==> src/rtl/uart_tx_v2_pkg.sv <==
// Shared UART types, frame-setting decoders and constants.
// Also used by the RX successor.
package uart_pkg;

   localparam int BREAK_MIN_BITS = 12;

   typedef enum logic [2:0] {
      PAR_NONE  = 3'd0,
      PAR_ODD   = 3'd1,
      PAR_EVEN  = 3'd2,
      PAR_MARK  = 3'd3,
      PAR_SPACE = 3'd4
   } parity_e;

   typedef enum logic [1:0] {
      STOP_1   = 2'd0,
      STOP_1P5 = 2'd1,
      STOP_2   = 2'd2
   } stop_e;

   typedef enum logic [2:0] {
      ST_IDLE,
      ST_START,
      ST_DATA,
      ST_PARITY,
      ST_STOP,
      ST_BREAK
   } tx_state_e;

   // Codes 5-7 select 8 bits; the result never exceeds the instance's widest field.
   function automatic int unsigned decode_data_bits(input logic [2:0] code,
                                                    input int unsigned max_bits);
      int unsigned n;
      case (code)
         3'd0:    n = 5;
         3'd1:    n = 6;
         3'd2:    n = 7;
         3'd3:    n = 8;
         3'd4:    n = 9;
         default: n = 8;
      endcase
      if (n > max_bits) n = max_bits;
      return n;
   endfunction

   function automatic parity_e decode_parity(input logic [2:0] code);
      return (code > 3'd4) ? PAR_NONE : parity_e'(code);
   endfunction

   function automatic stop_e decode_stop(input logic [1:0] code);
      return (code == 2'd0) ? STOP_1 : ((code == 2'd1) ? STOP_1P5 : STOP_2);
   endfunction

endpackage

==> src/rtl/uart_tx_v2_if.sv <==
// Ready/valid frame handshake between the TX FIFO (master) and the transmitter (slave).
interface uart_tx_v2_if #(
   parameter int MAX_DATA_BITS = 9
);
   logic                     in_valid;
   logic                     in_ready;
   logic [MAX_DATA_BITS-1:0] in_data;
   logic [2:0]               data_bits;
   logic [2:0]               parity;
   logic [1:0]               stop_bits;

   modport master (
      output in_valid, in_data, data_bits, parity, stop_bits,
      input  in_ready
   );

   modport slave (
      input  in_valid, in_data, data_bits, parity, stop_bits,
      output in_ready
   );
endinterface

==> src/rtl/uart_tx_v2_baud_tick.sv <==
// Baud tick generator: one-clock tick every div+1 clocks, restartable via clear.
module uart_baud_tick #(
   parameter int DIV_W = 16
) (
   input  logic             clk,
   input  logic             rst,
   input  logic             clear,
   input  logic [DIV_W-1:0] div,
   output logic             tick
);

   logic [DIV_W-1:0] r_cnt;

   assign tick = (r_cnt == div);

   always_ff @(posedge clk) begin
      if (rst || clear) begin
         r_cnt <= '0;
      end else if (tick) begin
         r_cnt <= '0;
      end else begin
         r_cnt <= r_cnt + 1'b1;
      end
   end

endmodule

==> src/rtl/uart_tx_v2.sv <==
// UART transmitter with internal baud tick, ready/valid input and break generation.
// Frame settings are captured at acceptance; all outputs are registered.
module uart_tx_v2 #(
   parameter int MAX_DATA_BITS = 9,
   parameter int DIV_W         = 16,
   parameter int OVERSAMPLE    = 16
) (
   input  logic             clk,
   input  logic             rst,
   input  logic [DIV_W-1:0] baud_div,
   uart_tx_v2_if.slave      in_if,
   input  logic             break_req,
   output logic             tx,
   output logic             busy,
   output logic             frame_done
);

   import uart_pkg::*;

   localparam int BRK_TICKS = BREAK_MIN_BITS * OVERSAMPLE;
   localparam int SUB_W     = $clog2(BRK_TICKS);

   localparam logic [SUB_W-1:0] BIT_LAST    = SUB_W'(OVERSAMPLE - 1);
   localparam logic [SUB_W-1:0] STOP1_LAST  = SUB_W'(OVERSAMPLE - 1);
   localparam logic [SUB_W-1:0] STOP15_LAST = SUB_W'(OVERSAMPLE + OVERSAMPLE / 2 - 1);
   localparam logic [SUB_W-1:0] STOP2_LAST  = SUB_W'(2 * OVERSAMPLE - 1);
   localparam logic [SUB_W-1:0] BRK_LAST    = SUB_W'(BRK_TICKS - 1);

   tx_state_e                r_state, w_state_n;
   logic [MAX_DATA_BITS-1:0] r_shreg, w_shreg_n;
   logic [SUB_W-1:0]         r_sub, w_sub_n;
   logic [3:0]               r_bit, w_bit_n;
   logic [3:0]               r_nbits;
   logic                     r_par_en;
   logic                     r_par_bit;
   stop_e                    r_stop;
   logic [DIV_W-1:0]         r_div;
   logic                     r_from_brk;
   logic                     r_tx, r_busy, r_done, r_in_ready;

   logic                     w_tick;
   logic                     w_accept, w_brk_entry, w_clear;
   int unsigned              w_nbits;
   parity_e                  w_par_mode;
   logic [MAX_DATA_BITS-1:0] w_mask, w_data;
   logic                     w_par_bit;
   logic [SUB_W-1:0]         w_stop_last;
   logic                     w_tx_n, w_done_n;

   // break_req has priority over a frame offered in the same cycle
   assign w_accept    = (r_state == ST_IDLE) && in_if.in_valid && r_in_ready && !break_req;
   assign w_brk_entry = (r_state == ST_IDLE) && break_req;
   assign w_clear     = w_accept || w_brk_entry;

   uart_baud_tick #(
      .DIV_W(DIV_W)
   ) u_tick (
      .clk  (clk),
      .rst  (rst),
      .clear(w_clear),
      .div  (r_div),
      .tick (w_tick)
   );

   always_comb begin
      w_nbits    = decode_data_bits(in_if.data_bits, MAX_DATA_BITS);
      w_par_mode = decode_parity(in_if.parity);
      w_mask     = '0;
      for (int unsigned i = 0; i < MAX_DATA_BITS; i++) begin
         w_mask[i] = (i < w_nbits);
      end
      w_data = in_if.in_data & w_mask;
      case (w_par_mode)
         PAR_ODD:  w_par_bit = ~^w_data;
         PAR_EVEN: w_par_bit = ^w_data;
         PAR_MARK: w_par_bit = 1'b1;
         default:  w_par_bit = 1'b0;
      endcase
   end

   always_comb begin
      case (r_stop)
         STOP_1:   w_stop_last = STOP1_LAST;
         STOP_1P5: w_stop_last = STOP15_LAST;
         default:  w_stop_last = STOP2_LAST;
      endcase
   end

   always_comb begin
      w_state_n = r_state;
      w_shreg_n = r_shreg;
      w_sub_n   = r_sub;
      w_bit_n   = r_bit;
      w_done_n  = 1'b0;
      w_tx_n    = 1'b1;

      case (r_state)
         ST_IDLE: begin
            if (w_brk_entry) begin
               w_state_n = ST_BREAK;
               w_sub_n   = '0;
            end else if (w_accept) begin
               w_state_n = ST_START;
               w_sub_n   = '0;
               w_bit_n   = '0;
               w_shreg_n = w_data;
            end
         end
         ST_START: begin
            if (w_tick) begin
               if (r_sub == BIT_LAST) begin
                  w_state_n = ST_DATA;
                  w_sub_n   = '0;
               end else begin
                  w_sub_n = r_sub + 1'b1;
               end
            end
         end
         ST_DATA: begin
            if (w_tick) begin
               if (r_sub == BIT_LAST) begin
                  w_sub_n   = '0;
                  w_shreg_n = r_shreg >> 1;
                  if (r_bit == r_nbits - 4'd1) begin
                     w_state_n = r_par_en ? ST_PARITY : ST_STOP;
                  end else begin
                     w_bit_n = r_bit + 4'd1;
                  end
               end else begin
                  w_sub_n = r_sub + 1'b1;
               end
            end
         end
         ST_PARITY: begin
            if (w_tick) begin
               if (r_sub == BIT_LAST) begin
                  w_state_n = ST_STOP;
                  w_sub_n   = '0;
               end else begin
                  w_sub_n = r_sub + 1'b1;
               end
            end
         end
         ST_STOP: begin
            if (w_tick) begin
               if (r_sub == w_stop_last) begin
                  w_state_n = ST_IDLE;
                  w_sub_n   = '0;
                  w_done_n  = !r_from_brk;
               end else begin
                  w_sub_n = r_sub + 1'b1;
               end
            end
         end
         ST_BREAK: begin
            // sub-counter parks on its last value once the minimum break has elapsed
            if (w_tick) begin
               if (r_sub == BRK_LAST) begin
                  if (!break_req) begin
                     w_state_n = ST_STOP;
                     w_sub_n   = '0;
                  end
               end else begin
                  w_sub_n = r_sub + 1'b1;
               end
            end
         end
         default: begin
            w_state_n = ST_IDLE;
            w_sub_n   = '0;
         end
      endcase

      case (w_state_n)
         ST_START, ST_BREAK: w_tx_n = 1'b0;
         ST_DATA:            w_tx_n = w_shreg_n[0];
         ST_PARITY:          w_tx_n = r_par_bit;
         default:            w_tx_n = 1'b1;
      endcase
   end

   always_ff @(posedge clk) begin
      if (rst) begin
         r_state    <= ST_IDLE;
         r_shreg    <= '0;
         r_sub      <= '0;
         r_bit      <= '0;
         r_nbits    <= 4'd8;
         r_par_en   <= 1'b0;
         r_par_bit  <= 1'b0;
         r_stop     <= STOP_1;
         r_div      <= '0;
         r_from_brk <= 1'b0;
         r_tx       <= 1'b1;
         r_busy     <= 1'b0;
         r_done     <= 1'b0;
         r_in_ready <= 1'b0;
      end else begin
         r_state    <= w_state_n;
         r_shreg    <= w_shreg_n;
         r_sub      <= w_sub_n;
         r_bit      <= w_bit_n;
         r_tx       <= w_tx_n;
         r_busy     <= (w_state_n != ST_IDLE);
         r_done     <= w_done_n;
         r_in_ready <= (w_state_n == ST_IDLE) && !break_req;
         if (w_accept) begin
            r_nbits    <= 4'(w_nbits);
            r_par_en   <= (w_par_mode != PAR_NONE);
            r_par_bit  <= w_par_bit;
            r_stop     <= decode_stop(in_if.stop_bits);
            r_div      <= baud_div;
            r_from_brk <= 1'b0;
         end else if (w_brk_entry) begin
            // the mark after a break is always a single bit time
            r_stop     <= STOP_1;
            r_div      <= baud_div;
            r_from_brk <= 1'b1;
         end
      end
   end

   assign tx             = r_tx;
   assign busy           = r_busy;
   assign frame_done     = r_done;
   assign in_if.in_ready = r_in_ready;

endmodule

==> src/flat_wrapper.sv <==
// flat-port wrapper written by rule: the top's interface ports become plain ports
module uart_tx_v2_flat import uart_pkg::*;
#(
   parameter int MAX_DATA_BITS = 9,
   parameter int DIV_W         = 16,
   parameter int OVERSAMPLE    = 16
)
  (clk, rst, baud_div, break_req, tx, busy, frame_done, in_if_in_valid, in_if_in_data, in_if_data_bits, in_if_parity, in_if_stop_bits, in_if_in_ready);
  uart_tx_v2_if #(.MAX_DATA_BITS(MAX_DATA_BITS)) in_if_i ();
  input  logic clk;
  input  logic rst;
  input  logic [DIV_W-1:0] baud_div;
  input  logic break_req;
  output logic tx;
  output logic busy;
  output logic frame_done;
  input wire logic [$bits(in_if_i.in_valid)-1:0] in_if_in_valid;
  input wire logic [$bits(in_if_i.in_data)-1:0] in_if_in_data;
  input wire logic [$bits(in_if_i.data_bits)-1:0] in_if_data_bits;
  input wire logic [$bits(in_if_i.parity)-1:0] in_if_parity;
  input wire logic [$bits(in_if_i.stop_bits)-1:0] in_if_stop_bits;
  output wire logic [$bits(in_if_i.in_ready)-1:0] in_if_in_ready;
  assign in_if_i.in_valid = in_if_in_valid;
  assign in_if_i.in_data = in_if_in_data;
  assign in_if_i.data_bits = in_if_data_bits;
  assign in_if_i.parity = in_if_parity;
  assign in_if_i.stop_bits = in_if_stop_bits;
  assign in_if_in_ready = in_if_i.in_ready;
  uart_tx_v2 #(.MAX_DATA_BITS(MAX_DATA_BITS), .DIV_W(DIV_W), .OVERSAMPLE(OVERSAMPLE)) u_core (.clk(clk), .rst(rst), .baud_div(baud_div), .in_if(in_if_i), .break_req(break_req), .tx(tx), .busy(busy), .frame_done(frame_done));
endmodule
==> config.mk <==
export PLATFORM = sky130hd
export DESIGN_NAME = uart_tx_v2_flat
export DESIGN_NICKNAME = d
export VERILOG_FILES = /design/src/rtl/uart_tx_v2_pkg.sv /design/src/rtl/uart_tx_v2_if.sv /design/src/rtl/uart_tx_v2_baud_tick.sv /design/src/rtl/uart_tx_v2.sv /design/src/flat_wrapper.sv
export SDC_FILE = /design/constraint.sdc
export NUM_CORES = 1
export LEC_CHECK = 0
export BUFFER_PORTS_ARGS = -buffer_cell sky130_fd_sc_hd__buf_2
export CORE_MARGIN = 4
export CORE_UTILIZATION = 45
export DETAILED_ROUTE_END_ITERATION = 7
export GPL_ROUTABILITY_DRIVEN = 0
export GPL_TIMING_DRIVEN = 1
export HOLD_SLACK_MARGIN = 0.08
export PLACE_DENSITY_LB_ADDON = 0.3
export SLEW_MARGIN = 20
export SYNTH_ARGS = -nofsm -noshare
export SYNTH_HDL_FRONTEND = slang
export SYNTH_HIERARCHICAL = 1
export SYNTH_SLANG_ARGS = --single-unit
export TNS_END_PERCENT = 30
==> constraint.sdc <==
create_clock -name clk -period 5 [get_ports clk]
set_input_delay 0.5 -clock clk [delete_from_list [all_inputs] [get_ports clk]]
set_output_delay 0.5 -clock clk [all_outputs]
set_load 0.005 [all_outputs]
# Word-level counts from Yosys, hierarchy flattened
# Index checks and enable logic that the tools add are counted.
totals:
  ff_bits: 69
  latchBits: 0
  mem_bits_rw: 0
  romBits: 0
  input_bits: 37
  output_inout_bits: 4
  mem_count: 0
classes:
  n_addsub: 4
  mul: 0
  div_mod_pow: 0
  order_cmp: 11
  n_eq_ne: 32
  shift: 0
  mux: 49
  bitwise: 4
  n_reduce_logical: 28
ops:
  columns: ["op", "count"]
  rows:
  - ["2-to-1 mux 8 bit", 9]
  - ["2-to-1 mux 3 bit", 16]
  - ["2-to-1 mux 9 bit", 4]
  - ["2-to-1 mux 16 bit", 2]
  - ["case mux 8 bit (4 select lines)", 1]
  - ["2-to-1 mux 4 bit", 6]
  - ["equality test 3 x 2 -> 1 bit (second input constant)", 7]
  - ["case mux 3 bit (6 select lines)", 1]
  - ["case mux 9 bit (2 select lines)", 1]
  - ["adder 16 x 1 -> 16 bit (second input constant)", 1]
  - ["equality test 16 bit", 1]
  - ["less-than comparator 3 x 4 -> 1 bit (first input constant)", 4]
  - ["case mux 4 bit (4 select lines)", 1]
  - ["equality test 3 x 1 -> 1 bit (second input constant)", 4]
  - ["equality test 3 bit (second input constant)", 4]
  - ["!= test 2 bit (second input constant)", 5]
  - ["case mux 5 bit (2 select lines)", 1]
  - ["AND reduction 5 bit", 2]
  - ["AND 9 bit", 1]
  - ["zero test 3 bit", 3]
  - ["XNOR reduction 9 bit", 1]
  - ["XOR reduction 9 bit", 1]
  - ["adder 8 x 1 -> 8 bit (second input constant)", 1]
  - ["equality test 8 x 4 -> 1 bit (second input constant)", 1]
  - ["other kinds (28)", 50]

# Logic depth before layout (Yosys ltp)
# Gate-level depths: netlist of the first run.
depth:
  word_depth: 10
  ltp_mapped: 12

# By module
# Netlist of the first run, hierarchy kept.
modules_own_cells:
  columns: ["mod", "n_inst", "cells_each", "area_each_um2", "seq_area_each_um2"]
  rows:
  - ["uart_tx_v2", 1, 310, 2621.3, 1061.0]
  - ["uart_baud_tick", 1, 99, 918.4, 320.3]

# Least setup slack after synthesis of the first run
# No wires, ideal clock.
synth_timing:
  path_type: "reg-to-reg"
  start: "register u_core.u_tick.r_cnt[3]"
  end: "register u_core.r_tx (netlist: u_core/tx)"
  arrival_ns: 3.117
  required_ns: 4.869
  setup_slack_ns: 1.752
  path_stages_with_launch: 13
  path_buffers: 3
  period_less_slack_ns: 3.248
  cell_sequence: "dfxtp_1 buf_2 xnor2_1 nand4_1 nor4_4 buf_2 or4b_4 or3_1 buf_2 or3_1 a31oi_2 and2b_1 a211oi_2"
synth_between:
  elab_chain_cells: 6
  elab_cells_between_ends: 15
synth_rtl:
  columns: ["element", "line", "rtl"]
  rows:
  - ["from (decl)", "uart_tx_v2_baud_tick.sv:12", "logic [DIV_W-1:0] r_cnt;"]
  - ["from (signal assigned)", "uart_tx_v2_baud_tick.sv:22", "r_cnt <= r_cnt + 1'b1;"]
  - ["equality test 16 bit (*)", "uart_tx_v2_baud_tick.sv:14", "assign tick = (r_cnt == div);"]
  - ["named net u_core.w_tick", "uart_tx_v2.sv:41", "logic w_tick;"]
  - ["2-to-1 mux 3 bit, on equally long branches", null, null]
  - ["case mux 3 bit (6 select lines)", "uart_tx_v2.sv:97", "case (r_state)"]
  - ["equality test 3 x 1 -> 1 bit or equality test 3 bit (tied branches)", "uart_tx_v2.sv:174", "case (w_state_n)"]
  - ["OR reduction 2 bit", "uart_tx_v2.sv:174", null]
  - ["case mux 1 bit (3 select lines) (*)", "uart_tx_v2.sv:174", null]
  - ["to (signal assigned)", "uart_tx_v2.sv:203", "r_tx <= w_tx_n;"]
  - ["to (decl)", "uart_tx_v2.sv:39", "logic r_tx, r_busy, r_done, r_in_ready;"]
# Mark *: on every way through the listed nets, which the timed path passes. The rest lies on a longest branch. The select of a mux whose other input is x is not followed.
# A chain may end at the register's enable or synchronous reset.

# Final worst setup path of the first run
# Ends and elaborated chain as after synthesis.

==> results of run 1 <==
## area by class of cell
class                      instances  area, um2  area share [%]
multi-input combinational        306       2020            50.7
sequential                        69       1380            34.7
timing repair buffer              42        215            5.40
tap                              102        128            3.20
clock buffer                       9        124            3.11
clock inverter                     7       76.3            1.92
inverter                          10       37.5           0.943
## critical path, cell delays in order (launching register included)
cell      delay (ns)
dfxtp_1         0.49
xnor2_1         0.16
nand4_1         0.16
nor4_4          0.29
buf_4           0.29
or4b_4          0.50
or3_1           0.42
or3_1           0.35
a31oi_2         0.25
nor3_1          0.09
a211oi_2        0.25
## cells by family after synthesis
family          Yosys count  synth area share, %
mux                       4                 1.13
fa+ha+maj                 4                 1.41
flops                    69                 39.0
compound gates           72                 14.3
xor+xnor                 48                 12.7
buf+inv                  34                 3.89
simple gates            178                 27.6
## routing by layer
layer / vias up / GRT usage, %
met5: - / 0
met4: 0 / 6.70
met3: 14 / 4.61
met2: 79 / 26.8
met1: 1373 / 22.1
li1: 1512 / -
## placed cells by master, fill, tap and decap left out, types with 4 or more instances in the layout
cell,count
dfxtp_1,69
nand2_1,51
buf_2,40
xnor2_1,38
nor2_1,33
a21oi_1,29
nor3_1,28
nand4_1,10
clkbuf_8,9
inv_1,9
xor2_1,8
nand3_1,8
o21ai_0,7
nor4_1,7
a222oi_1,7
nor2b_1,5
mux2i_1,4
ha_1,4
## power groups by stage
stage / Combinational (W) / Sequential [W] / Clock, W
2_1_floorplan: 0.000175 / 0.000612 / 0
3_3_place_gp: 0.000222 / 0.000621 / 0
3_5_place_dp: 0.000228 / 0.000621 / 0
4_1_cts: 0.000228 / 0.000608 / 0.000470
5_1_grt: 0.000255 / 0.000613 / 0.000491
6_report: 0.000227 / 0.000608 / 0.000456
## stage by stage
| step | cells | total power, W | instance area (um2) |
|---|---|---|---|
| after global placement | 529 | 0.000843 | 3780 |
| after detailed placement | 529 | 0.000849 | 3780 |
| after global routing | 545 | 0.00136 | 3980 |
| after CTS | 545 | 0.00131 | 3980 |
| final | 545 | 0.00129 | 3980 |
| after floorplan | 409 | 0.000787 | 3540 |
## how the worst max path moves through the flow
stage | to
global placement | u_core/in_if.in_ready
floorplan | u_core/tx
CTS | u_core/tx
global route | u_core/in_if.in_ready
finish | u_core/tx
detailed placement | u_core/in_if.in_ready
## synthesized netlist by cell type, types with 2 or more instances
master / number
xnor3_1: 2
nor2b_1: 5
mux2i_1: 4
a31oi_2: 2
xor2_1: 8
nand4b_1: 2
a222oi_1: 7
a22oi_1: 3
and2_1: 2
nor3_1: 28
clkbuf_1: 15
o311ai_0: 2
nor3b_2: 2
ha_1: 4
o211ai_1: 2
a21oi_1: 29
nand2b_1: 3
nand2_1: 51
buf_2: 7
nand3_4: 2
a211o_1: 2
xnor2_1: 38
o31ai_1: 2
nor3b_1: 2
nor2_1: 33
nor4_1: 7
inv_1: 9
nand3_1: 8
o21ai_0: 7
dfxtp_1: 69
a211oi_2: 2
or3_1: 3
o22ai_1: 2
nand4_1: 10
and3_1: 3
o21bai_1: 2
## state kept, by name, indices dropped and copies added, names as in the netlist, 2 cells and up
register,flops
u_core/r_div,16
u_core/u_tick/r_cnt,16
u_core/r_shreg,9
u_core/r_sub,8
u_core/r_bit,4
u_core/r_nbits,4
u_core/r_state,3
u_core/r_stop,2
==> qor.csv, run 1 <==
metric,value,unit
Worst-Skew Late Latency,0.35,ns
number of global-route vias before repair,2896,
area grow syn2layout,12.5,%
post-synth top area cell,dfxtp_1,
flop-to-flop setup slack,1.67,ns
starting density of the core,46.0,%
IO Count,41,
post-synthesis sequential area ratio,39.0,%
count of clock tree sinks,69,
pre-CTS worst setup slack,1.65,ns
worst setup path category,register to register,
Root Buffer,clkbuf_8,
DRC,0,
Final Util,51.8,%
antenna violation net count after detailed routing,0,
Max Fclk,300,MHz
critical path launch point,u_core/u_tick/r_cnt[3],
post-layout min period,3.33,ns
WL/cell,14.3,um
Die Y,96.7,um
final period utilization,66.6,%
WHS Path Cells,2,
Fin. Hold Viols,0,
met2 WL,3.67,mm
crit path capture type,register,
R2R depth,10,
vias per cell,5.46,
remaining global-route overflow,0,
final worst-path setup slack,1.67,ns
setup violators final,0,
CP Launch Type,register,
Sum Neg Setup Slack,0,ns
largest net degree at the start of global routing,50,
Filler cells,774,
HPWL after DPL,5.54,mm
routed wl met3,398,um
synth unique cells,66,
combinational power share,17.6,%
Worst EP arrival,3.60,ns
Setup Skew,0.0111,ns
"Cell Area, Synth",3540,um2
number of DRC markers after the initial detailed-route iteration,138,
Die X,96.7,um
share of cells above drive strength 1,17.4,%
Yosys reg bits,69,
worst hold slack,0.359,ns
pwr dens,324,nW/um2
TritonCTS clock tree,built,
Sw Pwr,0.000383,W
main flop type after synthesis,dfxtp_1,
CTS Buf Count,9,
leakage power,1.39,nW
Worst Hold Class,input pin to register,
syn_nets,450,
WL final,7.78,mm
"EDFF count, synth",0,
CTS Buffer Depth,2,
Nets,479,
first-pass GRT wire length,13.4,mm
Cell Rows,32,
DR vias,2978,
highest routed metal layer,met4,
Port Buffer Count,40,
setup bufs post-CTS,0,
post-CTS sizing,0,
share of the synthesized area in the top cell type,39.0,%
setup repair after global routing missed its margin,false,
slew margin rel.,41.5,%
Synth async-reset ratio,0,%
"Hold-fix buffers, CTS",0,
Worst EP required,5.27,ns
Crit Reg-Reg Endpoint,u_core/tx,
WHS Endpoint,u_core/r_par_bit,
Cell Int Power,0.000908,W
switching part of the total,29.7,%
worst r2r src,u_core/u_tick/r_cnt[3],
synth top area cells,"dfxtp_1 39%, xnor2_1 9.4%, nand2_1 5.4%, a21oi_1 4.1%, nor3_1 4.0%",
initial antenna violation count,0,
gr usage total,17.0,%
Mapped Cells,409,
first drt pass iteration count,4,
Worst Path Max Fanout,21,
Die ar.,9350,um2
Slew @ Worst Pin,0.878,ns
register clock-pin slew on the reported worst setup and hold paths,0.08,ns
M1 wire length,3.55,mm
clock network fraction of design power,35.3,%
HP Start,in_if_parity[2],
H-tree depth,3,
ant diodes,0,
Max-Cap Viols,0,
peak supply drop,0.000231,V
"Slew Viols, Final",0,
"Avg Cell Area, Syn",8.65,um2
Core Area,7690,um2
outcome,completed,
sequential share of power,47.1,%
Ys Warns,6,
No activity file was read; power rests on OpenSTA's default activity.
==> inputs of run 2 (changes only) <==
==> constraint.sdc (replaced) <==
create_clock -name clk -period 2.8 [get_ports clk]
set_input_delay 0.28 -clock clk [delete_from_list [all_inputs] [get_ports clk]]
set_output_delay 0.28 -clock clk [all_outputs]
set_load 0.005 [all_outputs]
==> run 2 against run 1 <==
The flow now finishes with violations (setup timing). Via count is 5.8% higher. Cell count increased by 5.1%. Combinational power grew 130%. Clock-buffer cell count is 1 higher. First-iteration DRC count rose by 22%. Sequential power increased by 79%. Utilization grew 4.5 points. Clock skew shrank 0.0022 ns. Sequential cell count unchanged. Critical path type unchanged. Sequential share of layout area down 2.3 points. Worst hold slack worse by 0.21 ns. Highest routed layer unchanged.
==> qor.csv, run 2 (synthesized netlist as in run 1, its figures left out) <==
metric,value,unit,change
number of global-route vias before repair,3057,,+5.6%
Worst Path Max Fanout,4,,-81%
remaining global-route overflow,0,,unchanged
largest net degree at the start of global routing,27,,-46%
Die Y,96.7,um,unchanged
CP Launch Type,register,,
switching part of the total,29.3,%,-0.43 points
Nets,507,,+5.8%
Port Buffer Count,40,,unchanged
CP cell instances,xnor2_2 -> nand4_1 -> nor4_4 -> or4b_4 -> or3_4 -> buf_6 -> nor2_4 -> a311o_2 -> and3b_1 -> a211oi_2,,
setup repair after global routing missed its margin,true,,
crit path capture type,register,,
combinational power share,21.7,%,+4.1 points
Slew @ Worst Pin,0.737,ns,-0.141 ns
outcome,"complete, but fails checks",,
gr usage total,17.7,%,+0.67 points
sequential share of power,45.2,%,-1.9 points
DR vias,3150,,+5.8%
first drt pass iteration count,5,,+1
register clock-pin slew on the reported worst setup and hold paths,0.08,ns,about the same
Die ar.,9350,um2,unchanged
slew margin rel.,50.9,%,+9.4 points
"commonest non-fill, non-tap cells in the layout","55 x dfxtp_1, 51 x nand2_1, 40 x buf_2, 33 x nor2_1, 32 x xnor2_1",,
post-layout min period,2.88,ns,-0.449 ns
Final Power,0.00241,W,+86%
"Hold-fix buffers, CTS",0,,unchanged
"commonest non-fill, non-tap cell in the layout",dfxtp_1,,
Worst EP required,3.07,ns,-2.20 ns
leakage power,1.58,nW,+13%
starting density of the core,46.0,%,unchanged
first-pass GRT wire length,13.8,mm,+2.8%
Setup Skew,0.00897,ns,-0.00215 ns
Max-Cap Viols,0,,unchanged
footprint of the multi-input gates,2110,um2,+4.4%
final worst-path setup slack,-0.0790,ns,-1.75 ns
Worst EP arrival,3.15,ns,-0.45 ns
Buf/Inv on CP,1,,unchanged
initial antenna violation count,0,,unchanged
CTS Buffer Depth,2,,unchanged
failing checks,setup timing,,
H-tree depth,3,,unchanged
Filler cells,705,,-8.9%
IO Count,41,,unchanged
count of clock tree sinks,69,,unchanged
clock network fraction of design power,33.1,%,-2.2 points
max incr delay on CP,0.51,ns,about the same
largest registers,"u_core/r_div x16, u_core/u_tick/r_cnt x16, u_core/r_shreg x9",,
Worst-Skew Late Latency,0.35,ns,about the same
slowest CP cell,or4b_4,,
Worst Hold Class,input pin to register,,
TritonCTS clock tree,built,,
Seq. cell area,1400,um2,+1.4%
share of cells above drive strength 1,27.2,%,+9.8 points
number of DRC markers after the initial detailed-route iteration,168,,+22%
Core Area,7690,um2,unchanged
Max Fclk,347,MHz,+16%
final period utilization,103,%,+36 points
pre-CTS worst setup slack,-0.0184,ns,-1.67 ns
WL final,8.17,mm,+5.0%
Sw Pwr,0.000704,W,+84%
Die X,96.7,um,unchanged
CTS Buf Count,9,,unchanged
Root Buffer,clkbuf_8,,
Cell Rows,32,,unchanged
HPWL after DPL,5.60,mm,+1.0%
worst setup path category,register to register,,
"Slew Viols, Final",0,,unchanged
pwr dens,556,nW/um2,+71%
antenna violation net count after detailed routing,0,,unchanged
vias per cell,5.50,,+0.61%
peak supply drop,0.000356,V,+54%
area grow syn2layout,22.2,%,
DRC,0,,unchanged
Fin. Hold Viols,0,,unchanged
cell family with most CP delay,simple AND/OR/NAND/NOR gates,,
setup violators final,2,,+2
Cell Int Power,0.00170,W,+87%
WL/cell,14.3,um,-0.14%
ant diodes,0,,unchanged
[run 2: changes by cell type in the layout (fill, tap and decap cells not counted), sizes merged]
cell,before,now
clkbuf,9,11
clkinv,5,4
buf,42,69
[run 2: layer usage]
layer  vias up  global-route usage [%]  wire [um]
met1      1476                    22.0       3600
met4         0                    9.40        155
met5         -                       0          0
met2        87                    28.8       3980
met3        15                    3.32        428
li1       1572                       -          -
[run 2: power by group through the flow]
stage               clock network (W)  registers (W)  logic, W
global route                 0.000852        0.00109  0.000575
global placement                    0        0.00110  0.000429
CTS                          0.000821        0.00108  0.000454
finish                       0.000796        0.00109  0.000521
detailed placement                  0        0.00110  0.000440
floorplan                           0        0.00109  0.000315
[run 2: final timing paths]
path / cells past startpoint / end / slack, ns / startpoint
worst max-delay path: 10 / u_core/tx / -0.08 / u_core/u_tick/r_cnt[2]
worst min-delay path: 2 / u_core/r_par_bit / 0.15 / in_if_parity[2]
worst max register to register: 10 / u_core/tx / -0.08 / u_core/u_tick/r_cnt[2]
worst min register to register: 1 / u_core/frame_done / 0.44 / u_core/r_from_brk
[run 2: area by class of cell]
class | count | area share (%)
clock buffers | 10 | 2.95
clock inverters | 6 | 1.47
inverters | 10 | 0.868
multi-input cells | 306 | 48.8
flip-flops and latches | 69 | 32.4
well taps | 102 | 2.95
repair buffers | 70 | 10.6
[run 2: metrics by stage]
stage / TNS, ns / instances / utilization, % / hold WS [ns] / area (um2)
5_1_grt: -0.642 / 573 / 56.3 / 0.149 / 4330
2_1_floorplan: -0.947 / 409 / - / 0.384 / 3580
6_report: -0.104 / 573 / 56.3 / 0.147 / 4330
4_1_cts: -0.0333 / 568 / 54.7 / 0.138 / 4210
3_5_place_dp: -0.0184 / 551 / 51.6 / 0.432 / 3970
3_3_place_gp: 0 / 551 / 51.6 / 0.435 / 3970
[run 2: worst register-to-register path: stages (launching register included)]
cell,delay [ns]
dfxtp_4,0.36
xnor2_2,0.15
nand4_1,0.18
nor4_4,0.33
or4b_4,0.51
or3_4,0.35
buf_6,0.14
nor2_4,0.15
a311o_2,0.25
and3b_1,0.20
a211oi_2,0.17
[run 2: repair_timing]
action / CTS / global route
pin swaps: 4 / 6
gates resized for setup: 8 / 14
buffers inserted: 1 / 4
cloned: 0 / 1
setup endpoints to repair: 2 / 8
endpoints found under the hold margin: 0 / 0
==> inputs of run 3 (changes only) <==
--- a/config.mk
+++ b/config.mk
@@ -5,7 +5,7 @@
 export SDC_FILE = /design/constraint.sdc
 export NUM_CORES = 1
 export LEC_CHECK = 0
-export BUFFER_PORTS_ARGS = -buffer_cell sky130_fd_sc_hd__buf_2
+export BUFFER_PORTS_ARGS = -buffer_cell sky130_fd_sc_hd__buf_4
 export CORE_MARGIN = 4
 export CORE_UTILIZATION = 45
 export DETAILED_ROUTE_END_ITERATION = 7
==> constraint.sdc (replaced) <==
create_clock -name clk -period 3.09 [get_ports clk]
set_input_delay 0.309 -clock clk [delete_from_list [all_inputs] [get_ports clk]]
set_output_delay 0.309 -clock clk [all_outputs]
set_load 0.005 [all_outputs]
==> run 3 against run 2 <==
Design area down 3.8%. Sequential share of layout area up 1.0 points. Largest power group unchanged. The flow now finishes without violations. Sequential power down 9%. Fmax down 1.8%. Global-route usage down 0.15 points. Utilization down 2.1 points. Via count down 5.7%.
==> qor.csv, run 3 (synthesized netlist as in run 1, its figures left out) <==
metric,value,unit,change
CTS Buf Count,9,,unchanged
Sum Neg Setup Slack,0,ns,+0.104 ns
Worst Hold Class,input pin to register,,
Slew @ Worst Pin,0.799,ns,+0.0616 ns
count of clock tree sinks,69,,unchanged
combinational power share,18.1,%,-3.6 points
cell family with most CP delay,simple AND/OR/NAND/NOR gates,,
Worst EP required,3.31,ns,+0.24 ns
HPWL after DPL,5.52,mm,-1.3%
gr usage total,17.5,%,-0.15 points
share of cells above drive strength 1,20.3,%,-6.9 points
"commonest non-fill, non-tap cell in the layout",dfxtp_1,,
Filler cells,740,,+5.0%
Buf/Inv on CP,0,,-1
Cell Int Power,0.00159,W,-6.3%
initial antenna violation count,0,,unchanged
Port Buffer Count,40,,unchanged
Sw Pwr,0.000584,W,-17%
met3 usage,4.04,%,+0.72 points
pre-CTS worst setup slack,0.174,ns,+0.193 ns
Root Buffer,clkbuf_8,,
remaining global-route overflow,0,,unchanged
Worst EP arrival,3.15,ns,about the same
Final Util,54.1,%,-2.1 points
antenna violation net count after detailed routing,0,,unchanged
post-layout min period,2.93,ns,+0.0535 ns
switching part of the total,26.8,%,-2.4 points
"commonest non-fill, non-tap cells in the layout","61 x dfxtp_1, 51 x nand2_1, 48 x buf_4, 38 x xnor2_1, 33 x nor2_1",,
WL final,7.68,mm,-6.0%
Max-Cap Viols,0,,unchanged
outcome,completed,,
ant diodes,0,,unchanged
clock network fraction of design power,36.5,%,+3.4 points
Core Area,7690,um2,unchanged
Cell Rows,32,,unchanged
number of global-route vias before repair,2969,,-2.9%
Worst Path Max Fanout,5,,+1
final worst-path setup slack,0.157,ns,+0.236 ns
sequential share of power,45.3,%,about the same
Die Y,96.7,um,unchanged
setup repair after global routing missed its margin,false,,
slowest CP cell,or4b_4,,
slew margin rel.,46.8,%,-4.1 points
CP cell instances,xnor2_1 -> nand4_1 -> nor4_4 -> or4b_4 -> or3_4 -> or3_1 -> a31oi_2 -> and2b_1 -> a211oi_2,,
CP Launch Type,register,,
final period utilization,94.9,%,-7.9 points
TritonCTS clock tree,built,,
vias per cell,5.40,,-1.7%
largest registers,"u_core/r_div x16, u_core/u_tick/r_cnt x16, u_core/r_shreg x9",,
peak supply drop,0.000292,V,-18%
GR Layer Usage met2,29.7,%,+0.90 points
HP Start,in_if_parity[2],,
met1 global-route usage,21.3,%,-0.76 points
Max Fclk,341,MHz,-1.8%
Worst-Skew Late Latency,0.35,ns,about the same
pwr dens,523,nW/um2,-5.9%
number of DRC markers after the initial detailed-route iteration,130,,-23%
Fin. Hold Viols,0,,unchanged
setup violators final,0,,-2
worst setup path category,register to register,,
first drt pass iteration count,5,,unchanged
Nets,485,,-4.3%
WL/cell,14.0,um,-2.0%
crit path capture type,register,,
critical path launch point,u_core/u_tick/r_cnt[13],,
first-pass GRT wire length,13.6,mm,-0.90%
CTS Buffer Depth,2,,unchanged
Setup Skew,0.00893,ns,-0.0000353 ns
DR vias,2972,,-5.7%
area grow syn2layout,17.6,%,
"Hold-fix buffers, CTS",0,,unchanged
register clock-pin slew on the reported worst setup and hold paths,0.07,ns,about the same
DRC,0,,unchanged
leakage power,1.47,nW,-6.4%
largest net degree at the start of global routing,50,,+85%
Die ar.,9350,um2,unchanged
worst r2r src,u_core/u_tick/r_cnt[13],,
Die X,96.7,um,unchanged
max incr delay on CP,0.51,ns,about the same
H-tree depth,3,,unchanged
Most Crowded Layer GR,met2,,
"Slew Viols, Final",0,,unchanged
IO Count,41,,unchanged
starting density of the core,46.0,%,unchanged
run 3: cell types whose count changed in the layout (fill, tap and decap cells not counted), sizes merged:
cell / before / now
buf: 69 / 48
bufinv: 1 / 2
clkinv: 4 / 2
clkinvlp: 2 / 1
run 3: timing repair:
item                       in CTS  in global routing
resized for setup               0                  3
setup endpoints to repair       0                  2
hold endpoints to repair        0                  0
setup buffers                   0                  0
run 3: area by class of cell:
cell class	count	area, um2	area share [%]
clock inverter	4	72.6	1.74
timing repair buffer	48	360	8.66
clock buffer	11	141	3.40
inverter	10	37.5	0.902
sequential	69	1390	33.4
tap	102	128	3.07
multi-input combinational	306	2030	48.8
run 3: power by group through the flow:
stage          Clock (W)  Combinational [W]  Sequential (W)
6_report        0.000795           0.000395        0.000987
3_3_place_gp           0           0.000391         0.00101
2_1_floorplan          0           0.000285        0.000991
4_1_cts         0.000827           0.000396        0.000987
3_5_place_dp           0           0.000394         0.00101
5_1_grt         0.000864           0.000443        0.000994
run 3: path summary, 6_finish.rpt:
kind,slack [ns],cells past startpoint,end
worst max-delay path,0.16,9,u_core/tx
worst min-delay path,0.16,2,u_core/r_par_bit
worst max register to register,0.16,9,u_core/tx
worst min register to register,0.46,2,u_core/r_shreg[8]
run 3: metrics by stage:
stage	instance area [um2]	power, W	instances	hold slack [ns]
2_1_floorplan	3550	0.00128	409	0.401
3_3_place_gp	3940	0.00140	535	0.447
3_5_place_dp	3940	0.00140	535	0.450
4_1_cts	4150	0.00221	550	0.142
5_1_grt	4160	0.00230	550	0.154
6_report	4160	0.00218	550	0.165
run 3: metal layers:
| metal | routed length (um) | part of all wire (%) |
|---|---|---|
| met5 | 0 | 0 |
| met4 | 117 | 1.5 |
| met3 | 335 | 4.4 |
| met2 | 3810 | 50 |
| met1 | 3420 | 45 |
